==> src/rtl/cmd_arb_pkg.sv <==
// Shared definitions for the command arbiter.
//   - FSM state encodings for the latch sequencer
//   - Command field positions used to recognise a "run start" command
//   - is_run_start(): helper that decodes the run-start condition
package cmd_arb_pkg;

  typedef enum logic [1:0] {
    ST_IDLE  = 2'd0,
    ST_SETUP = 2'd1,
    ST_PULSE = 2'd2,
    ST_GAP   = 2'd3
  } arb_state_e;

  // Command section field [31:30] and the run-start flag in bit 29
  localparam logic [1:0] CMD_SECTION_RUN   = 2'b11;
  localparam int         CMD_SECTION_HI    = 31;
  localparam int         CMD_SECTION_LO    = 30;
  localparam int         CMD_RUN_START_BIT = 29;

  function automatic logic is_run_start(input logic [31:0] cmd);
    return (cmd[CMD_SECTION_HI:CMD_SECTION_LO] == CMD_SECTION_RUN) &&
           cmd[CMD_RUN_START_BIT];
  endfunction

endpackage

==> src/rtl/cmd_arbiter_rr_pick.sv <==
// rr_pick: combinational round-robin one-hot picker.
// Ports:
//   req   in  NUM_REQ : request vector
//   ptr   in  2       : index of the previous winner; search starts at ptr+1
//   mask  in  NUM_REQ : requests allowed to win (all ones when unrestricted)
//   grant out NUM_REQ : one-hot grant, zero when no masked request is set
module rr_pick #(
  parameter int NUM_REQ = 2
) (
  input  logic [NUM_REQ-1:0] req,
  input  logic [1:0]         ptr,
  input  logic [NUM_REQ-1:0] mask,
  output logic [NUM_REQ-1:0] grant
);

  always_comb begin
    logic [NUM_REQ-1:0] req_m;
    logic               found;
    int                 idx;
    req_m = req & mask;
    grant = '0;
    found = 1'b0;
    idx   = 0;
    // Visit candidates in order ptr+1, ptr+2, ... wrapping at NUM_REQ;
    // the first masked request seen wins.
    for (int k = 1; k <= NUM_REQ; k++) begin
      idx = int'(ptr) + k;
      if (idx >= NUM_REQ) idx = idx - NUM_REQ;
      for (int j = 0; j < NUM_REQ; j++) begin
        if (!found && (j == idx) && req_m[j]) begin
          grant[j] = 1'b1;
          found    = 1'b1;
        end
      end
    end
  end

endmodule

==> src/rtl/cmd_arbiter.sv <==
// cmd_arbiter: shares the 32-bit controller command port between NUM_REQ
// sources. One command is accepted at a time in round-robin order, driven on
// cmd_data, then strobed with a single clean latch_data pulse framed by a
// one-cycle setup and a GAP_CYCLES recovery gap.
//
// Optional feature: define CMD_ARB_RUN_LOCK_EN to enable the run-lock. A run
// start command (section 2'b11, bit 29 set) locks the arbiter to its sender
// until that sender issues any other command. Without the macro the arbiter
// is pure round-robin and lock_active is tied low.
//
// Ports:
//   clock       in  1           system clock, rising edge
//   reset_n     in  1           asynchronous active-low reset
//   req_valid   in  NUM_REQ     requester i offers a command
//   req_data    in  32*NUM_REQ  command of requester i in [32i+31:32i]
//   req_ready   out NUM_REQ     one-hot accept (IDLE only)
//   cmd_data    out 32          registered command to the controller
//   latch_data  out 1           registered latch strobe
//   grant_id    out 2           index of the last accepted requester
//   busy        out 1           high in any state other than IDLE
//   lock_active out 1           run-lock held
module cmd_arbiter
  import cmd_arb_pkg::*;
#(
  parameter int NUM_REQ      = 2,
  parameter int PULSE_CYCLES = 2,
  parameter int GAP_CYCLES   = 2
) (
  input  logic                  clock,
  input  logic                  reset_n,
  input  logic [NUM_REQ-1:0]    req_valid,
  input  logic [32*NUM_REQ-1:0] req_data,
  output logic [NUM_REQ-1:0]    req_ready,
  output logic [31:0]           cmd_data,
  output logic                  latch_data,
  output logic [1:0]            grant_id,
  output logic                  busy,
  output logic                  lock_active
);

  localparam int MAX_CYC = (PULSE_CYCLES > GAP_CYCLES) ? PULSE_CYCLES : GAP_CYCLES;
  localparam int CNT_W   = $clog2(MAX_CYC + 1);
  localparam logic [CNT_W-1:0] PULSE_LOAD = CNT_W'(PULSE_CYCLES - 1);
  localparam logic [CNT_W-1:0] GAP_LOAD   = CNT_W'(GAP_CYCLES - 1);
  localparam logic [1:0]       PTR_RST    = 2'(NUM_REQ - 1);

  arb_state_e         state_q, state_d;
  logic [CNT_W-1:0]   cnt_q, cnt_d;
  logic [31:0]        cmd_q, cmd_d;
  logic               latch_q, latch_d;
  logic [1:0]         grant_q, grant_d;
  logic [1:0]         ptr_q, ptr_d;

  logic [NUM_REQ-1:0] lock_mask;
  logic [NUM_REQ-1:0] pick;
  logic [1:0]         win_idx;
  logic [31:0]        win_cmd;
  logic               transfer;

`ifdef CMD_ARB_RUN_LOCK_EN
  logic       lock_q, lock_d;
  logic [1:0] owner_q, owner_d;

  // While locked only the owner may be picked.
  always_comb begin
    lock_mask = '0;
    for (int j = 0; j < NUM_REQ; j++) begin
      lock_mask[j] = !lock_q || (2'(j) == owner_q);
    end
  end

  assign lock_active = lock_q;

  always_ff @(posedge clock or negedge reset_n) begin
    if (!reset_n) begin
      lock_q  <= 1'b0;
      owner_q <= 2'd0;
    end else begin
      lock_q  <= lock_d;
      owner_q <= owner_d;
    end
  end
`else
  assign lock_mask   = '1;
  assign lock_active = 1'b0;
`endif

  rr_pick #(
    .NUM_REQ (NUM_REQ)
  ) u_rr_pick (
    .req   (req_valid),
    .ptr   (ptr_q),
    .mask  (lock_mask),
    .grant (pick)
  );

  // Offer the picked requester only while idle; held low during reset so
  // nothing appears accepted while the flops are cleared.
  always_comb begin
    req_ready = '0;
    if ((state_q == ST_IDLE) && reset_n) req_ready = pick;
  end

  assign transfer = |(req_valid & req_ready);

  // Decode the one-hot pick into an index and select its command word.
  always_comb begin
    win_idx = 2'd0;
    win_cmd = '0;
    for (int j = 0; j < NUM_REQ; j++) begin
      if (pick[j]) begin
        win_idx = 2'(j);
        win_cmd = req_data[j*32 +: 32];
      end
    end
  end

  always_comb begin
    state_d = state_q;
    cnt_d   = cnt_q;
    cmd_d   = cmd_q;
    latch_d = latch_q;
    grant_d = grant_q;
    ptr_d   = ptr_q;
`ifdef CMD_ARB_RUN_LOCK_EN
    lock_d  = lock_q;
    owner_d = owner_q;
`endif
    case (state_q)
      ST_IDLE: begin
        if (transfer) begin
          cmd_d   = win_cmd;
          grant_d = win_idx;
          ptr_d   = win_idx;
          state_d = ST_SETUP;
`ifdef CMD_ARB_RUN_LOCK_EN
          if (is_run_start(win_cmd)) begin
            lock_d  = 1'b1;
            owner_d = win_idx;
          end else if (lock_q && (owner_q == win_idx)) begin
            lock_d  = 1'b0;
          end
`endif
        end
      end
      ST_SETUP: begin
        // cmd_data has been stable one cycle; raise the strobe.
        state_d = ST_PULSE;
        latch_d = 1'b1;
        cnt_d   = PULSE_LOAD;
      end
      ST_PULSE: begin
        if (cnt_q == '0) begin
          state_d = ST_GAP;
          latch_d = 1'b0;
          cnt_d   = GAP_LOAD;
        end else begin
          cnt_d   = cnt_q - CNT_W'(1);
        end
      end
      ST_GAP: begin
        if (cnt_q == '0) begin
          state_d = ST_IDLE;
        end else begin
          cnt_d   = cnt_q - CNT_W'(1);
        end
      end
      default: begin
        state_d = ST_IDLE;
        latch_d = 1'b0;
      end
    endcase
  end

  always_ff @(posedge clock or negedge reset_n) begin
    if (!reset_n) begin
      state_q <= ST_IDLE;
      cnt_q   <= '0;
      cmd_q   <= '0;
      latch_q <= 1'b0;
      grant_q <= 2'd0;
      ptr_q   <= PTR_RST;
    end else begin
      state_q <= state_d;
      cnt_q   <= cnt_d;
      cmd_q   <= cmd_d;
      latch_q <= latch_d;
      grant_q <= grant_d;
      ptr_q   <= ptr_d;
    end
  end

  assign cmd_data   = cmd_q;
  assign latch_data = latch_q;
  assign grant_id   = grant_q;
  assign busy       = (state_q != ST_IDLE);

endmodule

==> config.mk <==
export PLATFORM = sky130hd
export DESIGN_NAME = cmd_arbiter
export DESIGN_NICKNAME = d
export VERILOG_FILES = /design/src/rtl/cmd_arb_pkg.sv /design/src/rtl/cmd_arbiter_rr_pick.sv /design/src/rtl/cmd_arbiter.sv
export SDC_FILE = /design/constraint.sdc
export NUM_CORES = 1
export LEC_CHECK = 0
export CORE_UTILIZATION = 39
export DETAILED_ROUTE_END_ITERATION = 10
export PLACE_DENSITY_LB_ADDON = 0.15
export SYNTH_ARGS = -nofsm -noshare
export SYNTH_HDL_FRONTEND = slang
export SYNTH_SLANG_ARGS = --single-unit
==> constraint.sdc <==
create_clock -name clock -period 1.8 [get_ports clock]
set_input_delay 0.18 -clock clock [delete_from_list [all_inputs] [get_ports clock]]
set_output_delay 0.18 -clock clock [all_outputs]
set_load 0.05 [all_outputs]
# Word-level counts from Yosys, hierarchy flattened
# Cells that the tools add are included.
# totals
input_bits,68
ff_bits,41
output_inout_bits,39
word_cells,67
# op_classes
n_reduce_logical,23
muxes,21
n_addsub,5
bitwise_logic,1
eq_ne,9
order_cmp,2
# op_table
cell,count
32-bit two-way mux,4
"2-bit by 32-bit == test with 1-bit output, first input constant",2
"32-bit by 3-bit greater-or-equal comparator with 1-bit output, second input constant",2
32-bit logical NOT,2
"32-bit by 3-bit subtractor with 32-bit output, second input constant",2
2-bit two-way mux,6
1-bit logical AND,8
1-bit two-way mux,8
"2-bit inequality test, second input constant",4
2-bit one-hot mux with 4 select lines,1
2-bit one-hot mux with 3 select lines,1
2-bit AND reduction,3
"2-bit == test, second input constant",2
2-bit logical NOT,2
2-bit nonzero test,2
"2-bit by 1-bit adder with 3-bit output, second input constant",1
"2-bit by 2-bit adder with 3-bit output, second input constant",1
1-bit logical NOT,3
3-bit AND reduction,1
3-bit nonzero test,1
2-bit bitwise AND,1
"2-bit by 1-bit == test with 1-bit output, second input constant",1
1-bit one-hot mux with 2 select lines,1
2-bit OR reduction,1
"2-bit by 1-bit subtractor with 2-bit output, second input constant",1

# Logic depth before layout (Yosys ltp)
# Gate-level depths: netlist (run 1).
# logic_depth
ltp_word,23
mapped_depth,8
mapped_depth_nobuf,5

# Modules after synthesis
# Synthesis (run 1) repeated with hierarchy kept, for this count alone.
# hier_totals
cells_unflattened,163
area_unflattened_um2,2183.3
# by_module_without_submodules
module,instances,area_each_um2,cells_each
cmd_arbiter,1,2148.3,158
rr_pick,1,35.0,5

# Least setup slack after synthesis (run 1)
# Ideal clock, no wire load.
# synth_timing
path_kind,register -> register
from,reg state_q[0]
to,reg grant_q[0] (netlist: grant_id[0])
n_path_buf,1
t_arrival_ps,1681
path_slack_ps,50
stages_incl_launch_ff,7
setup_time_ps,68
t_required_ps,1732
path_cell_list,dfrtp_1 -> inv_1 -> ha_1 -> buf_4 -> nand2_1 -> nor2b_1 -> a21o_1
# synth_between
elab_chain_cells,6
# synth_lines
item,line_no,rtl
"start, declared",cmd_arbiter.sv:47,"arb_state_e state_q, state_d;"
"start signal, assigned",cmd_arbiter.sv:184,state_q <= state_d;
2-bit logical NOT,cmd_arbiter.sv:101,if ((state_q == ST_IDLE) && reset_n) req_ready = pick;
1-bit logical AND,cmd_arbiter.sv:101,
2-bit two-way mux,cmd_arbiter.sv:101,
named net req_ready[1],cmd_arbiter.sv:33,"output logic [NUM_REQ-1:0] req_ready,"
2-bit bitwise AND,cmd_arbiter.sv:104,assign transfer = |(req_valid & req_ready);
2-bit OR reduction,cmd_arbiter.sv:104,
2-bit AND reduction (no line),-,
"end signal, assigned",cmd_arbiter.sv:188,grant_q <= grant_d;
"end, declared",cmd_arbiter.sv:51,"logic [1:0] grant_q, grant_d;"
# The timed path passes the listed nets, and every way through them passes these cells.
# A chain may end at the register's enable or synchronous reset.

# Final worst setup path (run 1)
# layout_timing
from,reg latch_q (netlist: latch_data)
to,out latch_data
# layout_rtl
item,line_no,rtl
"start, declared",cmd_arbiter.sv:50,"logic latch_q, latch_d;"
"start signal, assigned",cmd_arbiter.sv:187,latch_q <= latch_d;
"end, declared",cmd_arbiter.sv:35,"output logic latch_data,"
# No word-level cell between the ends.

==> results of run 1 <==
[cell families (layout without fill, tap and decap cells)]
kind of cell,Yosys count,after routing,share of synthesized area [%]
adders and majority gates,7,7,4.52
AOI/OAI and AO/OA,75,75,27.6
and+or+nand+nor,42,42,8.65
muxes,2,2,1.29
other,1,2,0.193
DFF,39,39,50.4
buffers and inverters,28,133,7.36
[layer usage]
metal  vias up  part of all wire (%)
li1        920                     -
met1       852                    44
met2        70                    48
met3         2                   8.1
met4         0                  0.41
met5         -                     0
[Yosys cell counts, drive strengths merged, types with 2 or more instances]
cell type / number
ha: 7
nand2b: 2
clkbuf: 5
a32oi: 32
nand2: 35
o21ai: 33
nor2: 3
inv: 7
buf: 16
dfrtp: 38
[metrics by stage]
stage               power (uW)  instances  area [um^2]  worst slack, ns
global placement          5010        357         3070            0.222
global route              6030        367         3200           0.0220
floorplan                 3830        195         1940           0.0505
finish                    5660        367         3200            0.136
detailed placement        5070        357         3070            0.163
CTS                       5690        367         3190          0.00820
[worst paths after layout]
kind                          endpoint  slack [ns]  cells past startpoint   startpoint
max                         latch_data        0.14                      1   latch_data
max reg2reg                 state_q[1]        0.22                      5   state_q[0]
min                           ptr_q[0]        0.04                      2      reset_n
min in group clock            ptr_q[0]        0.32                      3      reset_n
max in group asynchronous  cmd_data[6]        0.59                      3      reset_n
min reg2reg                grant_id[0]        0.48                      1  grant_id[0]
[repair_timing]
action / CTS / global route
endpoints found under the hold margin: 38 / 0
gates resized for setup: 1 / 2
pin swaps: 0 / 0
hold buffers: 2 / 0
endpoints found under the setup margin: 2 / 2
[cell type report]
type | count | area (um^2) | area share (%)
well taps | 67 | 83.8 | 2.62
repair buffers | 118 | 1180 | 36.7
clock inverters | 1 | 5.00 | 0.156
inverters | 7 | 26.3 | 0.821
flip-flops and latches | 39 | 977 | 30.5
multi-input cells | 128 | 846 | 26.4
clock buffers | 7 | 86.3 | 2.70
[power by group through the flow]
stage / Combinational [uW] / Clock [uW] / Sequential [uW]
3_3_place_gp: 3460 / 0 / 1540
5_1_grt: 3760 / 660 / 1610
3_5_place_dp: 3500 / 0 / 1560
2_1_floorplan: 1010 / 0 / 2820
4_1_cts: 3520 / 620 / 1550
6_report: 3510 / 603 / 1550
[cells in the final DEF (no fill, tap or decap), drive strengths merged]
cell and instances:
clkbuf 7, a2bb2oi 1, nor2 3, nand2b 2, nand2 35, o31ai 1
a21oi 1, buf 16, a21o 1, clkinv 1, a31oi 1, a21boi 1
ha 7, conb 2, a41oi 1, nand4 1, nor2b 1, o211ai 1
o22ai 1, a221oi 1, dfstp 1, mux2 1, a32oi 32, inv 7
o21ai 33, clkdlybuf4s50 100, dfrtp 38, mux2i 1, dlygate4sd3 2
[sequential cells by signal, summed over array words and instances, names as in the netlist]
name	flops
grant_id	1
cmd_data	32
state_q	2
latch_data	1
ptr_q	1
cnt_q	2
==> reports/results.ini, run 1 <==
[worst_hold_path]
hp-class=input pin to asynchronous set/reset pin

[cells_and_area]
final_nets=374
final_util_pct=67.3
drive_gt1_share_pct=10.0
antennaDiodeCount=0
synthToLayoutAreaGrowth_pct=65.1
fill_cells=415

[global_route]
grt_pass1_vias=1738
use_met2_pct=32.6
grt_busiest_layer=met2
grt_pass1_wl_um=8360
use_met3_pct=7.08
grt_use_total_pct=20.7
grt_overflow=0
grt_antenna_before_repair=0
met1_usage_pct=28.1
grt_max_degree=35

[floorplan]
die_h_um=72.5
rows=25
coreArea_mm2=0.00475
die_w_um=72.5
ios=107
die_area_mm2=0.00526
initial_core_util_pct=40.8

[timing]
holdWs_ns=0.0400
grt_setup_unrepaired=false
timing.slew.headroom_pct=49.2
finalSetupTns_ns=0
worst_pin_slew_ns=0.760
period_share_pct=92.5
finalHoldViolations=0
period_needed_ns=1.66
slew_violations=0
skew_ns=0.00798
clock.fmax_ghz=0.601
final-setup-viol-count=0

[yosys]
synth_top_area_share_pct=49.1
syn_area_mm2=0.00194
avgSynthCellArea_um2=9.99
yosys.area.top_type=dfrtp_1
synth_area_leaders=dfrtp_1, a32oi_1, nand2_1, o21ai_0, ha_1
synthCells=194
synth-seq-cells=39
yosys_warnings=0
seq_area_frac_synth_pct=50.4
ys.flop_type=dfrtp_1
synth_edf_count=0
yosysUniqueCellTypes=30
async_reset_ff_share_pct=100

[power_and_ir_drop]
combPwrFrac_pct=62.1
power.switching_uw=2750
p_int_uw=2910
p_per_area_mw_per_mm2=1770
peakVddDrop_mv=0.793
p_leak_uw=0.00134
p_sw_share_pct=48.6
pwr-share-seq_pct=27.3
clock_power_share_pct=10.6

[clock_network]
cts-root-buf=clkbuf_8
htree_levels=2
clk_pin_slew_ns=0.07
postCtsSetupBuffers=0
clockBufferDepth=2
clkLatencyLatePin_ns=0.28
numClockSinks=39
numCtsBuffers=5
cts_tree=done

[critical_path]
crit_buf_inv=1
cp_cell_sequence=clkdlybuf4s50_1
path_max_fanout=3
cp.required_ns=1.62
arrival_ns=1.48
setup.worst_path.class=flip-flop to output pin
cp-end-kind=output pin
cp_slowest_cell=clkdlybuf4s50_1
cpPeakStageDelay_ns=0.81
cp_top_family=buffers and inverters
setup.worst_path.start_class=flip-flop

[run_status]
status=completed

[route]
via_count=1844
drt_iter0_markers=102
wirelength_um=5070
ant_nets=0
post_drt_wl_per_cell_um=13.8
via_per_inst=5.02
dr.pass1.iters=4
drc=0

[placed_design]
hpwlAfterDp_um=3780
place_congestion=0.808
port_buffers=104

[run]
maxCapViolations=0

No activity file was read; power rests on OpenSTA's default activity.
==> inputs of run 2 (changes only) <==
Settings changed: PLACE_DENSITY set to 0.81, PLACE_DENSITY_LB_ADDON 0.15 to not set.
==> run 2 against run 1 <==
Net effect:
- combinational power grew 3%
- register-to-register slack worse by 0.13 ns
- global-route usage increased by 1.2 points
- first-iteration DRC count fell by 25%
- cell count grew 0.54%
- maximum frequency shrank 5.0%
- die area stayed put
- clock skew is essentially flat
- largest cell class unchanged
==> reports/results.ini, run 2 (same netlist as run 1, synthesis figures left out) <==
[power_and_ir_drop]
pwr-share-seq_pct=26.4
power.switching_uw=2830
combPwrFrac_pct=61.1
peakVddDrop_mv=1.04
p_sw_share_pct=48.1
power_uw=5880
clock_power_share_pct=12.5
p_int_uw=3050
p_per_area_mw_per_mm2=1820
p_leak_uw=0.00136

[global_route]
grt_antenna_before_repair=0
grt_overflow=0
grt_pass1_wl_um=8760
grt_max_degree=41
grt_pass1_vias=1888
grt_use_total_pct=21.8

[route]
post_drt_wl_per_cell_um=14.7
drt_iter0_markers=76
drc=0
via_count=1899
wirelength_um=5440
via_per_inst=5.15
dr.pass1.iters=4
ant_nets=0

[timing]
final-setup-viol-count=0
finalWorstSetupSlack_ns=0.0489
slew_violations=0
worst_pin_slew_ns=0.521
clock.fmax_ghz=0.571
period_needed_ns=1.75
period_share_pct=97.3
skew_ns=0.00818
finalHoldViolations=0
timing.slew.headroom_pct=65.2
finalSetupTns_ns=0

[placed_design]
dp_slack_ns=0.120
port_buffers=104
place_congestion=0.758
hpwlAfterDp_um=3910

[cells_and_area]
seq_area_um2=977
antennaDiodeCount=0
multiInputGateArea_um2=843
layout_commonest_cell=clkdlybuf4s50_1
largest_reg_flops=32
final_nets=376
drive_gt1_share_pct=11.6
final_cell_mix=clkdlybuf4s50_1, dfrtp_1, nand2_1, a32oi_1, o21ai_0
fill_cells=375
synthToLayoutAreaGrowth_pct=66.8

[critical_path]
cp-end-kind=output pin
setup.worst_path.class=flip-flop to output pin
arrival_ns=1.57
cp.required_ns=1.62
reg2reg_to=state_q[1]
setup.worst_path.start_class=flip-flop
path_max_fanout=6
rr_worst_depth=6
r2r_setup_slack_ns=0.09
worstReg2RegStart=state_q[0]

[floorplan]
coreArea_mm2=0.00475
ios=107
die_h_um=72.5
die_area_mm2=0.00526
die_w_um=72.5
rows=25
initial_core_util_pct=40.8

[clock_network]
numClockSinks=39
clkLatencyLatePin_ns=0.30
numCtsBuffers=5
htree_levels=2
clk_pin_slew_ns=0.08
clockBufferDepth=2
cts-root-buf=clkbuf_8
cts_tree=done

[worst_hold_path]
hp-class=input pin to asynchronous set/reset pin

[run]
maxCapViolations=0

[run_status]
status=completed

==> run 2: changes by cell type in the layout (fill, tap and decap cells not counted), sizes merged <==
cell,previous run,this run
buf,16,19
clkbuf,7,5
dlygate4sd3,2,1
bufinv,0,1
clkinv,1,2
==> run 2: layout make-up <==
cell class	instances	share of cell area, %
well taps	67	2.59
clock inverters	3	1.36
flip-flops and latches	39	30.2
repair buffers	120	36.8
clock buffers	5	2.13
inverters	7	0.813
multi-input cells	128	26.1
==> run 2: timing repair <==
action | in CTS | in global routing
pin swaps | 0 | 0
hold endpoints to repair | 12 | 0
setup endpoints to repair | 1 | 1
buffers inserted | 0 | 3
gates resized for setup | 4 | 0
hold buffers | 1 | 0
==> run 2: worst max-delay path: stages, from the launching register on <==
cell and delay (ns):
dfrtp_1 0.42, inv_2 0.11, ha_4 0.17, buf_4 0.14, nand2_1 0.05, nor2b_1 0.10
buf_4 0.14, buf_12 0.13
==> run 2: worst max-delay path by stage <==
| stage | slack, ns | from | endpoint | cells after the start |
|---|---|---|---|---|
| 2_1_floorplan | 0.05 | state_q[0] | grant_id[0] | 6 |
| 3_3_place_gp | 0.17 | req_valid[0] | cmd_data[3] | 4 |
| 3_5_place_dp | 0.12 | req_valid[1] | cmd_data[31] | 5 |
| 4_1_cts | 0.04 | state_q[1] | req_ready[1] | 7 |
| 5_1_grt | -0.001 | state_q[0] | req_ready[1] | 7 |
| 6_report | 0.05 | state_q[0] | req_ready[1] | 7 |
==> run 2: layer usage <==
layer	up-vias	global-route usage (%)	share of wire, %
li1	922	-	-
met1	895	26.5	42
met2	77	38.2	50
met3	5	5.00	7.0
met4	0	7.19	0.74
met5	-	0	0
==> run 2: power by group through the flow <==
stage / clock network [uW] / logic [uW] / registers [uW]
after floorplan: 0 / 1010 / 2820
after global placement: 0 / 3440 / 1540
after detailed placement: 0 / 3530 / 1560
after CTS: 748 / 3560 / 1560
after global routing: 779 / 3860 / 1610
final: 733 / 3600 / 1560
==> run 2: metrics by stage <==
step / instance area [um^2] / instances / utilization, % / hold WS [ns]
after floorplan: 1940 / 195 / - / -0.116
after global placement: 3070 / 357 / 64.7 / 0.0101
after detailed placement: 3070 / 357 / 64.7 / 0.0170
after CTS: 3210 / 366 / 67.5 / 0.250
after global routing: 3230 / 369 / 68.0 / 0.281
final: 3230 / 369 / 68.0 / 0.259
==> edit 1, RTL diff (settings of run 1) <==
Encoding of `arb_state_e`: now one-hot (4 bits for 4 states).
--- a/src/rtl/cmd_arb_pkg.sv
+++ b/src/rtl/cmd_arb_pkg.sv
@@ -4,11 +4,11 @@
 //   - is_run_start(): helper that decodes the run-start condition
 package cmd_arb_pkg;
 
-  typedef enum logic [1:0] {
-    ST_IDLE  = 2'd0,
-    ST_SETUP = 2'd1,
-    ST_PULSE = 2'd2,
-    ST_GAP   = 2'd3
+  typedef enum logic [3:0] {
+    ST_IDLE  = 4'b0001,
+    ST_SETUP = 4'b0010,
+    ST_PULSE = 4'b0100,
+    ST_GAP   = 4'b1000
   } arb_state_e;
 
   // Command section field [31:30] and the run-start flag in bit 29
Formal check against the unedited RTL: same outputs for any inputs over 10 cycles, from zero or initial values and one cycle with reset_n low; not proved beyond that.
==> edit 1 against run 1 <==
  * Wire length increased by 14%
  * Worst setup slack got worse by 39 ps
  * Total power increased by 2.5%
  * Synthesized area increased by 4.1%
  * Register-to-register slack got worse by 60 ps
  * Cell area increased by 4.6%
  * Non-clock buffer count increased by 5
  * Sequential cell count increased by 2
  * Critical path type unchanged
  * Critical endpoint is now req_ready[0]
  * Largest cell class unchanged
  * Largest power group unchanged
  * Highest routed layer unchanged
==> edit 1: results (changes against run 1) <==
* Hold crit path type: input port to async pin
* Total CTS buffers at 5 (unchanged)
* Synth Flop Type: dfrtp_1
* Final Non-Filler Cells at 349 (-4.9%)
* Worst Path Arrival at 1520 ps (+40 ps)
* Status: finished clean
* Most common library cells after synthesis: dfrtp_1, o2bb2ai_1, a32oi_1
* Vias in the first global route at 1946 (+12%)
* Area after DPL at 3200 µm² (+4.0%)
* Layout Skew at 7.68 ps (-0.303 ps)
* R2R Setup Slk at 160 ps (-60 ps)
* H-tree Lvls at 2 (unchanged)
* Worst path slowest cell: dfstp_2
* Crit. Startpoint: state_q[0]
* Synth Warn # at 0 (unchanged)
* Post-DP HPWL at 4150 µm (+9.7%)
* Seq/Total Area, Yosys at 51.0% (+0.54 points)
* Reg clk slew, reported paths at 80 ps
* Worst-skew pair later-pin latency at 290 ps
* CP Max Fanout at 4 (+1)
* Drt wl/cell at 16.6 µm (+20%)
* CTS root buffer: clkbuf_8
* Reg2Reg Capture Point: cnt_q[1]
* Sw frac at 46.9% (-1.7 points)
* Largest cells by area after synthesis: dfrtp_1, o2bb2ai_1, a32oi_1
* P_leak at 1.31 nW (-2.2%)
* IO Port Bufs at 104 (unchanged)
* RR Startpoint: cnt_q[0]
* TritonRoute pass-1 iters at 4 (unchanged)
* Via density at 5.52 (+9.8%)
* DRT iter0 DRCs at 111 (+8.8%)
* Worst VDD drop at 0.00115 V (+45%)
* Synth Instances at 173 (-11%)
* CP top delay family: simple AND/OR/NAND/NOR gates
* Number of enable flip-flop cells after synthesis at 0 (unchanged)
* Count of different cell masters after synthesis at 33 (+10%)
* CP peak stage delay at 540 ps (-270 ps)
* RD Place Congestion at 0.878 (+8.8%)
* Layout cells sized above 1 at 14.5% (+4.5 points)
* First-pass GRT wire length at 9360 µm (+12%)
* Pin count of the biggest net entering global routing at 36 (+2.9%)
* Least-Margin Pin Slew at 583 ps (-177 ps)
* GRT Overall Usage at 22.6% (+2.0 points)
* Placed cell count at 337 (-5.6%)
## edit 1: changes by cell type after synthesis, moves of 2 or more
cell and change:
ha_1 -5, clkbuf_1 +6, o21ai_1 -10, o21ai_0 -19, nor3b_1 +2, nor3_1 +3
o2bb2ai_1 +35, nand2_1 -34
## edit 1: what timing repair did
item | 4_1_cts | 5_1_grt
buffers inserted | 2 | 1
hold buffers | 1 | 0
resized for setup | 1 | 2
hold endpoints to repair | 10 | 0
pin swaps | 1 | 1
endpoints found under the setup margin | 2 | 3
## edit 1: per-layer routing
metal | vias to the layer above | wire length, µm | global-route usage, %
met5 | - | 0 | 0
li1 | 914 | - | -
met1 | 915 | 2450 | 28.0
met2 | 88 | 2840 | 39.1
met4 | 0 | 87 | 7.26
met3 | 9 | 400 | 5.28
## edit 1: power by group through the flow
stage / clock network (mW) / registers [mW] / logic, mW
global placement: 0 / 1.58 / 3.41
floorplan: 0 / 2.79 / 0.983
finish: 0.726 / 1.58 / 3.50
global route: 0.773 / 1.64 / 3.67
CTS: 0.741 / 1.58 / 3.50
detailed placement: 0 / 1.57 / 3.45
## edit 1: cell type report
cell class,instances,area [µm²]
fill,383,1500
tap,67,83.8
clock inverter,2,35.0
multi-input combinational,104,880
timing repair buffer,123,1220
clock buffer,6,72.6
sequential,41,1030
inverter,6,22.5
## edit 1: worst max path at each step
stage	to	slack, ps	cells past startpoint
floorplan	req_ready[0]	2	5
global placement	cmd_data[26]	170	5
detailed placement	cmd_data[25]	100	5
CTS	req_ready[0]	5	4
global route	req_ready[0]	30	4
finish	req_ready[0]	100	4
## edit 1: through the flow
step / power [mW] / setup slack [ps] / utilization (%) / hold slack, ps
after floorplan: 3.77 / 1.96 / - / -116
after global placement: 4.99 / 170 / 66.0 / 121
after detailed placement: 5.03 / 102 / 66.0 / 125
after CTS: 5.81 / 4.62 / 68.8 / 346
after global routing: 6.08 / 28.5 / 69.0 / 373
final: 5.80 / 96.5 / 69.0 / 347
## edit 1: kinds of logic (layout without fill, tap and decap cells)
| logic type | count (synthesis) | count (layout) | share of synthesized area [%] |
|---|---|---|---|
| flops | 41 | 41 | 51.0 |
| buf+inv | 29 | 137 | 6.57 |
| compound gates | 81 | 81 | 34.5 |
| xor+xnor | 1 | 1 | 0.434 |
| other cells | 1 | 2 | 0.186 |
| fa+ha+maj | 2 | 2 | 1.24 |
| simple gates | 18 | 18 | 6.08 |
==> edit 2, RTL diff (flow settings as in run 1) <==
Made on the original files. Change the parameter `GAP_CYCLES` from 2 to 4.
--- a/src/rtl/cmd_arbiter.sv
+++ b/src/rtl/cmd_arbiter.sv
@@ -24,7 +24,7 @@
 #(
   parameter int NUM_REQ      = 2,
   parameter int PULSE_CYCLES = 2,
-  parameter int GAP_CYCLES   = 2
+  parameter int GAP_CYCLES   = 4
 ) (
   input  logic                  clock,
   input  logic                  reset_n,
Formal check against the unedited RTL: not equivalent (Yosys sat finds a counterexample within 10 cycles, from zero or initial values and one cycle with reset_n low).
==> edit 2 against run 1 <==
  * Sequential cell count is 1 higher
  * Cell area is 1.4% higher
  * Total power is 1.4% higher
  * Critical path type is now input port to output pin
  * Clock power is 2% higher
  * Via count is 2.5% higher
  * Wire length is 7.3% higher
  * Worst hold slack better by 430 ps
  * Worst setup slack worse by 28 ps
  * Combinational power is 2% higher
  * Synthesized area is 4.3% higher
==> edit 2: results (changes against run 1) <==
* Status: finished clean
* TritonRoute pass-1 iters at 2 (-2)
* Area after DPL at 3120 µm² (+1.5%)
* Reg clk slew, reported paths at 80 ps
* Placed cell count at 362 (+1.4%)
* Worst slack, placed at 154 ps (-8.52 ps)
* Worst Path Arrival at 1510 ps (+30 ps)
* Total CTS buffers at 5 (unchanged)
* Fill count at 410 (-1.2%)
* Drt wl/cell at 14.7 µm (+6.1%)
* Synth Warn # at 0 (unchanged)
* Largest cells by area after synthesis: dfrtp_1, a32oi_1, nand2_1
* RR Startpoint: state_q[0]
* Mean Syn Cell Area at 10.1 µm² (+0.63%)
* Vias in the first global route at 1830 (+5.3%)
* Most common library cells after synthesis: dfrtp_1, nand2_1, a32oi_1
* DRT iter0 DRCs at 98 (-3.9%)
* Total routed wirelength at 5440 µm (+7.3%)
* Seq/Total Area, Yosys at 49.6% (-0.82 points)
* H-tree Lvls at 2 (unchanged)
* Initial antenna violation count at 0 (unchanged)
* Pin count of the biggest net entering global routing at 65 (+86%)
* Reg2Reg Capture Point: state_q[1]
* CP peak stage delay at 550 ps (-260 ps)
* Layout cells sized above 1 at 9.21% (-0.79 points)
* Worst Reg-to-Reg Cells at 5 (unchanged)
* Fin util at 66.9% (-0.40 points)
* R2R Setup Slk at 120 ps (-100 ps)
* # diodes at 0 (unchanged)
* Crit path to: req_ready[0]
* RD Place Congestion at 0.788 (-2.4%)
* Setup ws final at 108 ps (-27.5 ps)
* Maximum clock path buffer count at 2 (unchanged)
* Count of different cell masters after synthesis at 31 (+3.3%)
* Sw frac at 48.7% (+0.13 points)
* Final Net Count at 378 (+1.1%)
* CP Max Fanout at 18 (+15)
* First-pass GRT wire length at 8590 µm (+2.8%)
* Worst VDD drop at 0.000902 V (+14%)
* P_leak at 1.35 nW (+1.2%)
* Worst path slowest cell: dlygate4sd3_1
* Layout Skew at 6.72 ps (-1.26 ps)
* GRT Overall Usage at 20.9% (+0.21 points)
* Post-DP HPWL at 3990 µm (+5.7%)
* Detailed-route via count at 1891 (+2.5%)
* Rel. slew slack at 65.1% (+16 points)
* Crit. Startpoint: reset_n
## edit 2: worst min path at each step
stage | start | to | slack (ps)
after floorplan | reset_n | cmd_data[0] | -120
after global placement | reset_n | cnt_q[1] | 230
after detailed placement | reset_n | cmd_data[23] | 240
after CTS | reset_n | cmd_data[7] | 490
after global routing | reset_n | cmd_data[7] | 470
final | reset_n | cnt_q[1] | 470
## edit 2: cell type report
| type | instances | share of cell area, % |
|---|---|---|
| inverters | 8 | 0.926 |
| multi-input cells | 133 | 27.1 |
| flip-flops and latches | 40 | 30.9 |
| repair buffers | 115 | 35.7 |
| clock buffers | 8 | 2.78 |
| well taps | 67 | 2.58 |
## edit 2: worst max-delay path: cells and delay by family
kind                   cells  cell delay [ps]
buffers and inverters      5             1190
AND/OR/NAND/NOR            1              140
## edit 2: per-layer routing
metal  track usage, %  routed length, µm
met2             36.0               2740
met5                0                  0
met3             5.56                380
met4             7.69                 85
met1             25.0               2240
## edit 2: cells by family (layout without fill, tap and decap cells)
kind of cell    Yosys count  after routing  synth area share, %
compound gates           77             77                 27.6
fa+ha+maj                 7              7                 4.33
buf+inv                  29            131                 7.80
flops                    40             40                 49.6
mux                       2              2                 1.24
other cells               1              2                0.186
simple gates             45             45                 9.29
## edit 2: what timing repair did
action	CTS	global route
gates cloned	0	0
pin swaps	0	0
hold buffers	1	0
resized for setup	2	3
endpoints found under the hold margin	39	0
endpoints found under the setup margin	1	3
buffers inserted	0	0
## edit 2: power groups by stage
stage / logic (mW) / registers (mW) / clock network [mW]
3_5_place_dp: 3.56 / 1.58 / 0
3_3_place_gp: 3.53 / 1.56 / 0
5_1_grt: 3.81 / 1.62 / 0.670
2_1_floorplan: 1.09 / 2.84 / 0
6_report: 3.57 / 1.56 / 0.617
4_1_cts: 3.57 / 1.56 / 0.633
